[config.mk]
export PLATFORM = sky130hd
export DESIGN_NAME = mem_arbiter_flat
export DESIGN_NICKNAME = d
export VERILOG_FILES = /design/src/rtl/mem_arbiter_if.sv /design/src/rtl/mem_arbiter.sv /design/src/flat_wrapper.sv
export SDC_FILE = /design/constraint.sdc
export NUM_CORES = 1
export LEC_CHECK = 0
export ABC_CLOCK_PERIOD_IN_PS = 1500
export BUFFER_PORTS_ARGS = -buffer_cell sky130_fd_sc_hd__buf_4
export CELL_PAD_IN_SITES_DETAIL_PLACEMENT = 1
export CELL_PAD_IN_SITES_GLOBAL_PLACEMENT = 2
export CORE_MARGIN = 5
export CORE_UTILIZATION = 10
export DETAILED_ROUTE_END_ITERATION = 7
export PLACE_DENSITY_LB_ADDON = 0.25
export SLEW_MARGIN = 20
export SYNTH_ARGS = -nofsm -noshare
export SYNTH_HDL_FRONTEND = slang
export SYNTH_SLANG_ARGS = --single-unit
[constraint.sdc]
create_clock -name clk -period 1.5 [get_ports clk]
set_input_delay 0.3 -clock clk [delete_from_list [all_inputs] [get_ports clk]]
set_output_delay 0.3 -clock clk [all_outputs]
set_load 0.05 [all_outputs]
[src/rtl/mem_arbiter_if.sv]
// Bundle between the fetch/load-store requesters, the arbiter and the single-port data memory.
// master = requester/memory side, slave = arbiter side.
interface mem_arbiter_if #(
    parameter int unsigned ADDR_W = 32,
    parameter int unsigned DATA_W = 32
);
    logic              if_req;
    logic [ADDR_W-1:0] if_addr;
    logic              if_gnt;
    logic              if_rvalid;
    logic [DATA_W-1:0] if_rdata;

    logic              d_req;
    logic              d_we;
    logic [ADDR_W-1:0] d_addr;
    logic [DATA_W-1:0] d_wdata;
    logic              d_gnt;
    logic              d_rvalid;
    logic [DATA_W-1:0] d_rdata;

    logic              mem_en;
    logic              mem_rw;
    logic [ADDR_W-1:0] mem_addr;
    logic [DATA_W-1:0] mem_wdata;
    logic [DATA_W-1:0] mem_rdata;

    modport master (
        output if_req, if_addr, d_req, d_we, d_addr, d_wdata, mem_rdata,
        input  if_gnt, if_rvalid, if_rdata, d_gnt, d_rvalid, d_rdata,
               mem_en, mem_rw, mem_addr, mem_wdata
    );

    modport slave (
        input  if_req, if_addr, d_req, d_we, d_addr, d_wdata, mem_rdata,
        output if_gnt, if_rvalid, if_rdata, d_gnt, d_rvalid, d_rdata,
               mem_en, mem_rw, mem_addr, mem_wdata
    );
endinterface

[src/rtl/mem_arbiter.sv]
// Single-port memory arbiter: data port has priority over fetch, fixed-latency read return.
// Optional fetch starvation guard enabled by defining MEM_ARB_STARVE_GUARD_EN.
module mem_arbiter #(
    parameter int unsigned ADDR_W     = 32,
    parameter int unsigned DATA_W     = 32,
    parameter int unsigned MEM_LAT    = 1,
    parameter int unsigned STARVE_MAX = 4
) (
    input  logic          clk,
    input  logic          reset,
    mem_arbiter_if.slave  bus
);
    localparam int unsigned LAT_W = $clog2(MEM_LAT + 1);

    typedef enum logic {ST_IDLE = 1'b0, ST_WAIT = 1'b1} state_e;
    typedef enum logic {OWN_IF = 1'b0, OWN_D = 1'b1} owner_e;

    state_e            state_q, state_d;
    owner_e            owner_q, owner_d;
    logic [LAT_W-1:0]  lat_cnt_q, lat_cnt_d;
    logic              gnt_if, gnt_d;
    logic              rd_return;
    logic              starve_force;

`ifdef MEM_ARB_STARVE_GUARD_EN
    localparam int unsigned STARVE_W = $clog2(STARVE_MAX + 1);

    logic [STARVE_W-1:0] starve_cnt_q, starve_cnt_d;

    assign starve_force = (starve_cnt_q == STARVE_W'(STARVE_MAX));

    // Counts consecutive arbitrations fetch lost to the data port.
    always_ff @(posedge clk or negedge reset) begin
        if (!reset) begin
            starve_cnt_q <= '0;
        end else begin
            starve_cnt_q <= starve_cnt_d;
        end
    end

    always_comb begin
        starve_cnt_d = starve_cnt_q;
        if (gnt_if) begin
            starve_cnt_d = '0;
        end else if (gnt_d && bus.if_req && !starve_force) begin
            starve_cnt_d = starve_cnt_q + STARVE_W'(1);
        end
    end
`else
    logic unused_starve_max;

    assign starve_force      = 1'b0;
    assign unused_starve_max = ^32'(STARVE_MAX);
`endif

    // State register.
    always_ff @(posedge clk or negedge reset) begin
        if (!reset) begin
            state_q   <= ST_IDLE;
            owner_q   <= OWN_IF;
            lat_cnt_q <= '0;
        end else begin
            state_q   <= state_d;
            owner_q   <= owner_d;
            lat_cnt_q <= lat_cnt_d;
        end
    end

    // Next-state: any read grant parks the FSM in WAIT until its data returns.
    always_comb begin
        state_d   = state_q;
        owner_d   = owner_q;
        lat_cnt_d = lat_cnt_q;
        case (state_q)
            ST_IDLE: begin
                if (gnt_if || (gnt_d && !bus.d_we)) begin
                    state_d   = ST_WAIT;
                    owner_d   = gnt_d ? OWN_D : OWN_IF;
                    lat_cnt_d = LAT_W'(1);
                end
            end
            ST_WAIT: begin
                if (lat_cnt_q == LAT_W'(MEM_LAT)) begin
                    state_d   = ST_IDLE;
                    lat_cnt_d = '0;
                end else begin
                    lat_cnt_d = lat_cnt_q + LAT_W'(1);
                end
            end
        endcase
    end

    // Outputs: grants and memory command are combinational from the requests.
    always_comb begin
        gnt_if = 1'b0;
        gnt_d  = 1'b0;
        if (state_q == ST_IDLE) begin
            if (bus.if_req && (starve_force || !bus.d_req)) begin
                gnt_if = 1'b1;
            end else if (bus.d_req) begin
                gnt_d = 1'b1;
            end
        end

        bus.if_gnt    = gnt_if;
        bus.d_gnt     = gnt_d;
        bus.mem_en    = gnt_if | gnt_d;
        bus.mem_rw    = gnt_d & bus.d_we;
        bus.mem_addr  = ADDR_W'(0);
        bus.mem_wdata = DATA_W'(0);
        if (gnt_d) begin
            bus.mem_addr  = bus.d_addr;
            bus.mem_wdata = bus.d_wdata;
        end else if (gnt_if) begin
            bus.mem_addr  = bus.if_addr;
        end

        rd_return     = (state_q == ST_WAIT) && (lat_cnt_q == LAT_W'(MEM_LAT));
        bus.if_rvalid = rd_return && (owner_q == OWN_IF);
        bus.d_rvalid  = rd_return && (owner_q == OWN_D);
        bus.if_rdata  = bus.mem_rdata;
        bus.d_rdata   = bus.mem_rdata;
    end

endmodule

[src/flat_wrapper.sv]
// flat-port wrapper written by rule: the top's interface ports become plain ports
module mem_arbiter_flat 
#(
    parameter int unsigned ADDR_W     = 32,
    parameter int unsigned DATA_W     = 32,
    parameter int unsigned MEM_LAT    = 1,
    parameter int unsigned STARVE_MAX = 4
)
  (clk, reset, bus_if_req, bus_if_addr, bus_d_req, bus_d_we, bus_d_addr, bus_d_wdata, bus_mem_rdata, bus_if_gnt, bus_if_rvalid, bus_if_rdata, bus_d_gnt, bus_d_rvalid, bus_d_rdata, bus_mem_en, bus_mem_rw, bus_mem_addr, bus_mem_wdata);
  mem_arbiter_if #(.ADDR_W(ADDR_W), .DATA_W(DATA_W)) bus_i ();
  input  logic clk;
  input  logic reset;
  input wire logic [$bits(bus_i.if_req)-1:0] bus_if_req;
  input wire logic [$bits(bus_i.if_addr)-1:0] bus_if_addr;
  input wire logic [$bits(bus_i.d_req)-1:0] bus_d_req;
  input wire logic [$bits(bus_i.d_we)-1:0] bus_d_we;
  input wire logic [$bits(bus_i.d_addr)-1:0] bus_d_addr;
  input wire logic [$bits(bus_i.d_wdata)-1:0] bus_d_wdata;
  input wire logic [$bits(bus_i.mem_rdata)-1:0] bus_mem_rdata;
  output wire logic [$bits(bus_i.if_gnt)-1:0] bus_if_gnt;
  output wire logic [$bits(bus_i.if_rvalid)-1:0] bus_if_rvalid;
  output wire logic [$bits(bus_i.if_rdata)-1:0] bus_if_rdata;
  output wire logic [$bits(bus_i.d_gnt)-1:0] bus_d_gnt;
  output wire logic [$bits(bus_i.d_rvalid)-1:0] bus_d_rvalid;
  output wire logic [$bits(bus_i.d_rdata)-1:0] bus_d_rdata;
  output wire logic [$bits(bus_i.mem_en)-1:0] bus_mem_en;
  output wire logic [$bits(bus_i.mem_rw)-1:0] bus_mem_rw;
  output wire logic [$bits(bus_i.mem_addr)-1:0] bus_mem_addr;
  output wire logic [$bits(bus_i.mem_wdata)-1:0] bus_mem_wdata;
  assign bus_i.if_req = bus_if_req;
  assign bus_i.if_addr = bus_if_addr;
  assign bus_i.d_req = bus_d_req;
  assign bus_i.d_we = bus_d_we;
  assign bus_i.d_addr = bus_d_addr;
  assign bus_i.d_wdata = bus_d_wdata;
  assign bus_i.mem_rdata = bus_mem_rdata;
  assign bus_if_gnt = bus_i.if_gnt;
  assign bus_if_rvalid = bus_i.if_rvalid;
  assign bus_if_rdata = bus_i.if_rdata;
  assign bus_d_gnt = bus_i.d_gnt;
  assign bus_d_rvalid = bus_i.d_rvalid;
  assign bus_d_rdata = bus_i.d_rdata;
  assign bus_mem_en = bus_i.mem_en;
  assign bus_mem_rw = bus_i.mem_rw;
  assign bus_mem_addr = bus_i.mem_addr;
  assign bus_mem_wdata = bus_i.mem_wdata;
  mem_arbiter #(.ADDR_W(ADDR_W), .DATA_W(DATA_W), .MEM_LAT(MEM_LAT), .STARVE_MAX(STARVE_MAX)) u_core (.clk(clk), .reset(reset), .bus(bus_i));
endmodule
==> results of run 1 <==
==> where the power goes <==
part	total (mW)	internal, mW	leakage [nW]	switching (mW)
combinational	3.53	1.37	1.31	2.16
clock	0.421	0.351	0.0382	0.0708
sequential	0.153	0.122	0.0322	0.0311
==> placed cells by master (no fill, tap or decap), types with 2 or more instances in the layout <==
cell type / n
sky130_fd_sc_hd__clkbuf_16: 4
sky130_fd_sc_hd__and2_2: 9
sky130_fd_sc_hd__dfrtp_1: 2
sky130_fd_sc_hd__and2_1: 13
sky130_fd_sc_hd__nor2_2: 23
sky130_fd_sc_hd__a22oi_2: 5
sky130_fd_sc_hd__nand2_1: 3
sky130_fd_sc_hd__nor2_1: 15
sky130_fd_sc_hd__buf_4: 111
sky130_fd_sc_hd__and2_4: 11
sky130_fd_sc_hd__buf_12: 5
sky130_fd_sc_hd__buf_8: 17
sky130_fd_sc_hd__buf_6: 46
sky130_fd_sc_hd__a22oi_1: 27
==> stage by stage <==
stage / util / setup WS [ns] / instance area [sq um]
2_1_floorplan: - / -0.199 / 1410
3_3_place_gp: 0.184 / 0.00491 / 2440
3_5_place_dp: 0.184 / -0.0547 / 2440
4_1_cts: 0.212 / -0.187 / 2810
5_1_grt: 0.219 / -0.236 / 2910
6_report: 0.219 / -0.168 / 2910
==> routing by layer <==
layer | vias to the layer above | global-route usage | share of wire
met1 | 766 | 0.0748 | 0.31
li1 | 790 | - | -
met2 | 97 | 0.154 | 0.57
met4 | 0 | 0.0158 | 0.015
met3 | 19 | 0.0261 | 0.10
met5 | - | 0 | 0
==> state kept, by name (all words and copies together), names as in the netlist <==
signal	cells
u_core.lat_cnt_q	1
u_core.owner_q	1
u_core.state_q	1
==> path summary, 6_finish.rpt <==
kind                                                   start                         end  cells past startpoint
worst max-delay path                u_core.state_q$_DFF_PN0_            bus_mem_wdata[4]                      4
worst min-delay path                                   reset  u_core.owner_q$_DFFE_PN0P_                      2
worst max register to register      u_core.state_q$_DFF_PN0_  u_core.owner_q$_DFFE_PN0P_                      4
worst min register to register  u_core.lat_cnt_q$_DFFE_PN0P_    u_core.state_q$_DFF_PN0_                      1
max in group asynchronous                              reset    u_core.state_q$_DFF_PN0_                      2
min in group clk                                    bus_d_we    u_core.state_q$_DFF_PN0_                      3
==> kinds of logic (layout without fill, tap and decap cells) <==
family	count (synthesis)	after routing	synth area share
AOI/OAI and AO/OA	35	35	0.209
muxes	1	1	0.00733
DFF	3	3	0.0550
buffers and inverters	79	185	0.443
and+or+nand+nor	78	78	0.286
==> synth_stat cells, types with 3 or more instances <==
cell | instances | area (sq um)
sky130_fd_sc_hd__nand2_1 | 3 | 11.3
sky130_fd_sc_hd__dfrtp_1 | 3 | 75.1
sky130_fd_sc_hd__a22oi_1 | 27 | 203
sky130_fd_sc_hd__buf_6 | 7 | 78.8
sky130_fd_sc_hd__and2_1 | 33 | 206
sky130_fd_sc_hd__buf_4 | 66 | 495
sky130_fd_sc_hd__a22oi_2 | 5 | 62.6
sky130_fd_sc_hd__buf_2 | 6 | 30.0
sky130_fd_sc_hd__nor2_1 | 38 | 143
==> final cells by class <==
| type | count | area, sq um |
|---|---|---|
| clock buffer | 4 | 78.8 |
| sequential | 3 | 76.3 |
| tap | 176 | 220 |
| multi-input combinational | 114 | 790 |
| timing repair buffer | 181 | 1740 |
| fill | 1548 | 10400 |
==> timing repair <==
action                                  4_1_cts  5_1_grt
hold buffers                                  1        0
endpoints found under the setup margin       65       66
pin swaps                                     0        0
cloned                                        0        1
resized for setup                            78       21
endpoints found under the hold margin         3        0
==> Implementation_results.wiki, run 1 <==
{| class="wikitable"
! Metric !! Value
|-
| Clk root buf || sky130_fd_sc_hd__clkbuf_16
|-
| Fin. max-slew vios || 0
|-
| Max_cap viols || 0
|-
| Area enclosed by the die boundary || 16100 sq um
|-
| Syn Nets || 329
|-
| Type of the most critical hold path || input port to asynchronous set/reset pin
|-
| Count of input and output buffers || 170
|-
| Layout Cells excl Fill || 478
|-
| Setup crit end kind || primary output
|-
| Post-synthesis cell count || 196
|-
| Worst supply voltage drop on vdd || 0.420 mV
|-
| Routed Antenna Nets || 0
|-
| Gpl congestion || 0.664
|-
| Cell area after technology mapping || 1370 sq um
|-
| Least-Margin Pin Slew || 0.244 ns
|-
| Total chip power || 4.10 mW
|-
| Diode count || 0
|-
| Fraction of final layout cells sized beyond drive strength 1 || 0.775
|-
| FFs w/ async S/R, synth || 1.00
|-
| Final-stage net count || 436
|-
| Via count of the first global-routing pass || 1909
|-
| CP max stage cell || sky130_fd_sc_hd__dfrtp_2
|-
| Initial Utilization || 0.103
|-
| Max Clk Rate || 600 MHz
|-
| Most used flip-flop cell after synthesis || sky130_fd_sc_hd__dfrtp_1
|-
| Via count || 1672
|-
| Clock-pin slew on the worst setup and hold paths || 0.03 ns
|-
| Num ports || 267
|-
| Estimated wirelength of the detail-placed design || 5780 microns
|-
| H-tree lvl count || 1
|-
| Required time at the endpoint of the critical path || 1.20 ns
|-
| Setup slack of the most critical reg-to-reg path || 0.42 ns
|-
| Final setup slack of the worst path || -0.168 ns
|-
| Overall Global Routing Usage || 0.0767
|-
| Overall overflow remaining after global route || 0
|-
| TritonCTS clock tree || yes
|-
| Crit path DAT || 1.37 ns
|-
| Violated checks || setup timing
|-
| Type of element launching the critical path || flop
|-
| Crit path buffers/inverters || 2
|-
| Worst clock skew || 0.00257 ns
|-
| Via density per instance || 3.50
|-
| Std cell rows || 42
|-
| Synthesis-stage register bit count || 3
|-
| Number of failing setup endpoints in the final timing report || 64
|-
| Worst setup path class || flop to primary output
|-
| DP Cell Count || 472
|-
| Hold slack || 0.409 ns
|-
| Remaining design rule violation count || 0
|-
| Sequential cell area fraction in the yosys report || 0.0550
|-
| Headroom to the max-slew limit || 0.838
|-
| Detail-routed net length per standard cell || 14.8 microns
|-
| CTS Buf Count || 3
|-
| Biggest fanout along the worst timing path || 23
|-
| Chip height || 127 microns
|-
| Aggregate negative setup slack || -8.01 ns
|-
| Final hold vios || 0
|-
| Syn. warnings || 0
|-
| Core region area || 13300 sq um
|-
| CP peak stage delay || 0.39 ns
|-
| Postcts setup bufs || 0
|-
| Die Width || 127 microns
|-
| Iteration-0 DRC count of the detailed router || 14
|-
| Clock Sink Count || 3
|-
| RSZ-0062 raised after global routing || yes
|-
| Clock latency at the later pin of the worst-skew pair || 0.22 ns
|-
| Maximum buffer depth of the clock tree || 2
|-
| Leakage power of the design || 1.38 nW
|-
| Power density relative to cell area || 1410 nW/um^2
|-
| Synth Area per Inst || 6.96 sq um
|-
| Yosys cell types || 17
|-
| Detailed Routing Iterations Pass 1 || 4
|-
| CP top delay family || simple AND/OR/NAND/NOR gates
|-
| Fin crit share || 1.11
|-
| First-pass GRT wire length || 10200 microns
|-
| Syn-to-layout area delta || 113%
|-
| Number of enable-type register cells in the synthesized netlist || 0
|-
| Antenna violations before repair || 0
|-
| Minimum period implied by the final worst setup slack || 1.67 ns
|-
| Routed wire length || 7080 microns
|-
| Result of the run || finished with violations
|-
| List of cells traversed by the critical path || and2b_4, buf_12, and2_1, buf_6
|-
| Pin count of the biggest net entering global routing || 33
|}
Note: power is estimated with default switching activity, not from simulation.
==> run 2: changes to the inputs <==
Settings changed: CTS_BUF_LIST set to sky130_fd_sc_hd__clkbuf_16, CTS_CLUSTER_DIAMETER set to 80.
==> Implementation_results.wiki, run 2 (synthesis gave the netlist of run 1 again) <==
{| class="wikitable"
! Metric !! Value
|-
| Final hold vios || 0 (unchanged)
|-
| Worst supply voltage drop on vdd || 0.420 mV (about the same)
|-
| Antenna violations before repair || 0 (unchanged)
|-
| Worst clock skew || 0.00264 ns (+0.0000730 ns)
|-
| Layout Utilization || 0.219 (unchanged)
|-
| TritonCTS clock tree || yes
|-
| Fin. max-slew vios || 0 (unchanged)
|-
| Crit path DAT || 1.37 ns (about the same)
|-
| Estimated wirelength of the detail-placed design || 5780 microns (unchanged)
|-
| Std cell rows || 42 (unchanged)
|-
| Routed wire length || 7080 microns (unchanged)
|-
| Clock-pin slew on the worst setup and hold paths || 0.03 ns (about the same)
|-
| Least-Margin Pin Slew || 0.244 ns (unchanged)
|-
| Pin count of the biggest net entering global routing || 33 (unchanged)
|-
| Core region area || 13300 sq um (unchanged)
|-
| Detailed Routing Iterations Pass 1 || 4 (unchanged)
|-
| Final-stage net count || 436 (unchanged)
|-
| Num ports || 267 (unchanged)
|-
| Initial Utilization || 0.103 (unchanged)
|-
| Max_cap viols || 0 (unchanged)
|-
| Worst setup path class || flop to primary output
|-
| Commonest non-fill, non-tap cells in the layout || sky130_fd_sc_hd__buf_4 (111), sky130_fd_sc_hd__buf_6 (46), sky130_fd_sc_hd__a22oi_1 (27)
|-
| Layout Cells excl Fill || 478 (unchanged)
|-
| Area enclosed by the die boundary || 16100 sq um (unchanged)
|-
| Remaining design rule violation count || 0 (unchanged)
|-
| Via count of the first global-routing pass || 1909 (unchanged)
|-
| Diode count || 0 (unchanged)
|-
| Clock Sink Count || 3 (unchanged)
|-
| Required time at the endpoint of the critical path || 1.20 ns (about the same)
|-
| Minimum period implied by the final worst setup slack || 1.67 ns (unchanged)
|-
| CTS Buf Count || 3 (unchanged)
|-
| Via density per instance || 3.50 (unchanged)
|-
| Overall overflow remaining after global route || 0 (unchanged)
|-
| Via count || 1672 (unchanged)
|-
| Clock latency at the later pin of the worst-skew pair || 0.22 ns (about the same)
|-
| Leakage power of the design || 1.38 nW (+0.30%)
|-
| Biggest fanout along the worst timing path || 23 (unchanged)
|-
| First-pass GRT wire length || 10200 microns (unchanged)
|-
| Maximum buffer depth of the clock tree || 2 (unchanged)
|-
| Type of the most critical hold path || input port to asynchronous set/reset pin
|-
| Die Width || 127 microns (unchanged)
|-
| Aggregate negative setup slack || -8.01 ns (unchanged)
|-
| DP Cell Count || 472 (unchanged)
|-
| RSZ-0062 raised after global routing || yes
|-
| Clk root buf || sky130_fd_sc_hd__clkbuf_16
|-
| Most common cell after layout, fill and taps aside || sky130_fd_sc_hd__buf_4
|-
| Max Clk Rate || 600 MHz (unchanged)
|-
| Syn-to-layout area delta || 113% (unchanged)
|-
| Post-Place Worst Slack || -0.0547 ns (unchanged)
|-
| H-tree lvl count || 1 (unchanged)
|-
| Detail-routed net length per standard cell || 14.8 microns (unchanged)
|-
| Largest registers || u_core.lat_cnt_q x1, u_core.owner_q x1, u_core.state_q x1
|-
| Setup crit end kind || primary output
|-
| Type of element launching the critical path || flop
|-
| Count of input and output buffers || 170 (unchanged)
|-
| Headroom to the max-slew limit || 0.838 (unchanged)
|-
| Chip height || 127 microns (unchanged)
|-
| Overall Global Routing Usage || 0.0767 (unchanged)
|-
| Gpl congestion || 0.664 (unchanged)
|-
| CP max stage cell || sky130_fd_sc_hd__dfrtp_2
|-
| Final setup slack of the worst path || -0.168 ns (unchanged)
|-
| Fraction of final layout cells sized beyond drive strength 1 || 0.775 (unchanged)
|-
| Iteration-0 DRC count of the detailed router || 14 (unchanged)
|-
| CP peak stage delay || 0.39 ns (about the same)
|-
| Number of failing setup endpoints in the final timing report || 64 (unchanged)
|-
| Result of the run || finished with violations
|-
| Routed Antenna Nets || 0 (unchanged)
|-
| Fin crit share || 1.11 (unchanged)
|-
| Power density relative to cell area || 1410 nW/um^2 (-0.17%)
|-
| List of cells traversed by the critical path || and2b_4, buf_12, and2_1, buf_6
|-
| Violated checks || setup timing
|}
-- run 2: cell types whose count changed in the layout (fill, tap and decap cells not counted), sizes merged --
cell / delta
inv: +1
clkbuf: -1
-- run 2: path summary, 6_finish.rpt --
kind / start / endpoint / slack (ns) / cells past startpoint
max in group asynchronous: reset / u_core.state_q$_DFF_PN0_ / 0.98 / 2
min: reset / u_core.owner_q$_DFFE_PN0P_ / 0.41 / 2
max: u_core.state_q$_DFF_PN0_ / bus_mem_wdata[4] / -0.17 / 4
max reg2reg: u_core.state_q$_DFF_PN0_ / u_core.owner_q$_DFFE_PN0P_ / 0.42 / 4
min in group clk: bus_d_we / u_core.state_q$_DFF_PN0_ / 0.42 / 3
min reg2reg: u_core.lat_cnt_q$_DFFE_PN0P_ / u_core.state_q$_DFF_PN0_ / 0.51 / 1
-- run 2: worst max-delay path, delay by kind of cell (launching register included) --
| family | cells | cell delay, ns |
|---|---|---|
| flip-flops | 1 | 0.39 |
| AND/OR/NAND/NOR | 2 | 0.45 |
| buffers and inverters | 2 | 0.31 |
-- run 2: cell type report --
| class | instances | area (sq um) |
|---|---|---|
| Timing Repair Buffer | 181 | 1740 |
| Sequential cell | 3 | 76.3 |
| Fill cell | 1548 | 10400 |
| Clock buffer | 3 | 75.1 |
| Multi-Input combinational cell | 114 | 790 |
| Clock inverter | 1 | 3.75 |
| Tap cell | 176 | 220 |
-- run 2: report_power, final --
part	switching, mW	internal, mW
registers	0.0311	0.122
clock network	0.0710	0.344
logic	2.16	1.37
total	2.26	1.84
-- run 2: routing by layer --
layer	track usage	routed length, microns	share of wire
met5	0	0	0
met4	0.0158	108	0.015
met3	0.0261	708	0.10
met1	0.0748	2230	0.31
met2	0.154	4040	0.57
-- run 2: repair_timing --
action,4_1_cts,5_1_grt
hold buffers,1,0
endpoints found under the hold margin,3,0
cloned,0,1
setup endpoints to repair,65,66
buffers inserted,0,0
resized for setup,78,21
-- run 2: stage by stage --
| stage | cell area [sq um] | power [mW] | hold slack [ns] |
|---|---|---|---|
| floorplan | 1410 | 2.62 | 0.00441 |
| global placement | 2440 | 3.23 | 0.0952 |
| detailed placement | 2440 | 3.24 | 0.0964 |
| CTS | 2810 | 3.98 | 0.416 |
| global route | 2910 | 4.29 | 0.415 |
| finish | 2910 | 4.10 | 0.408 |
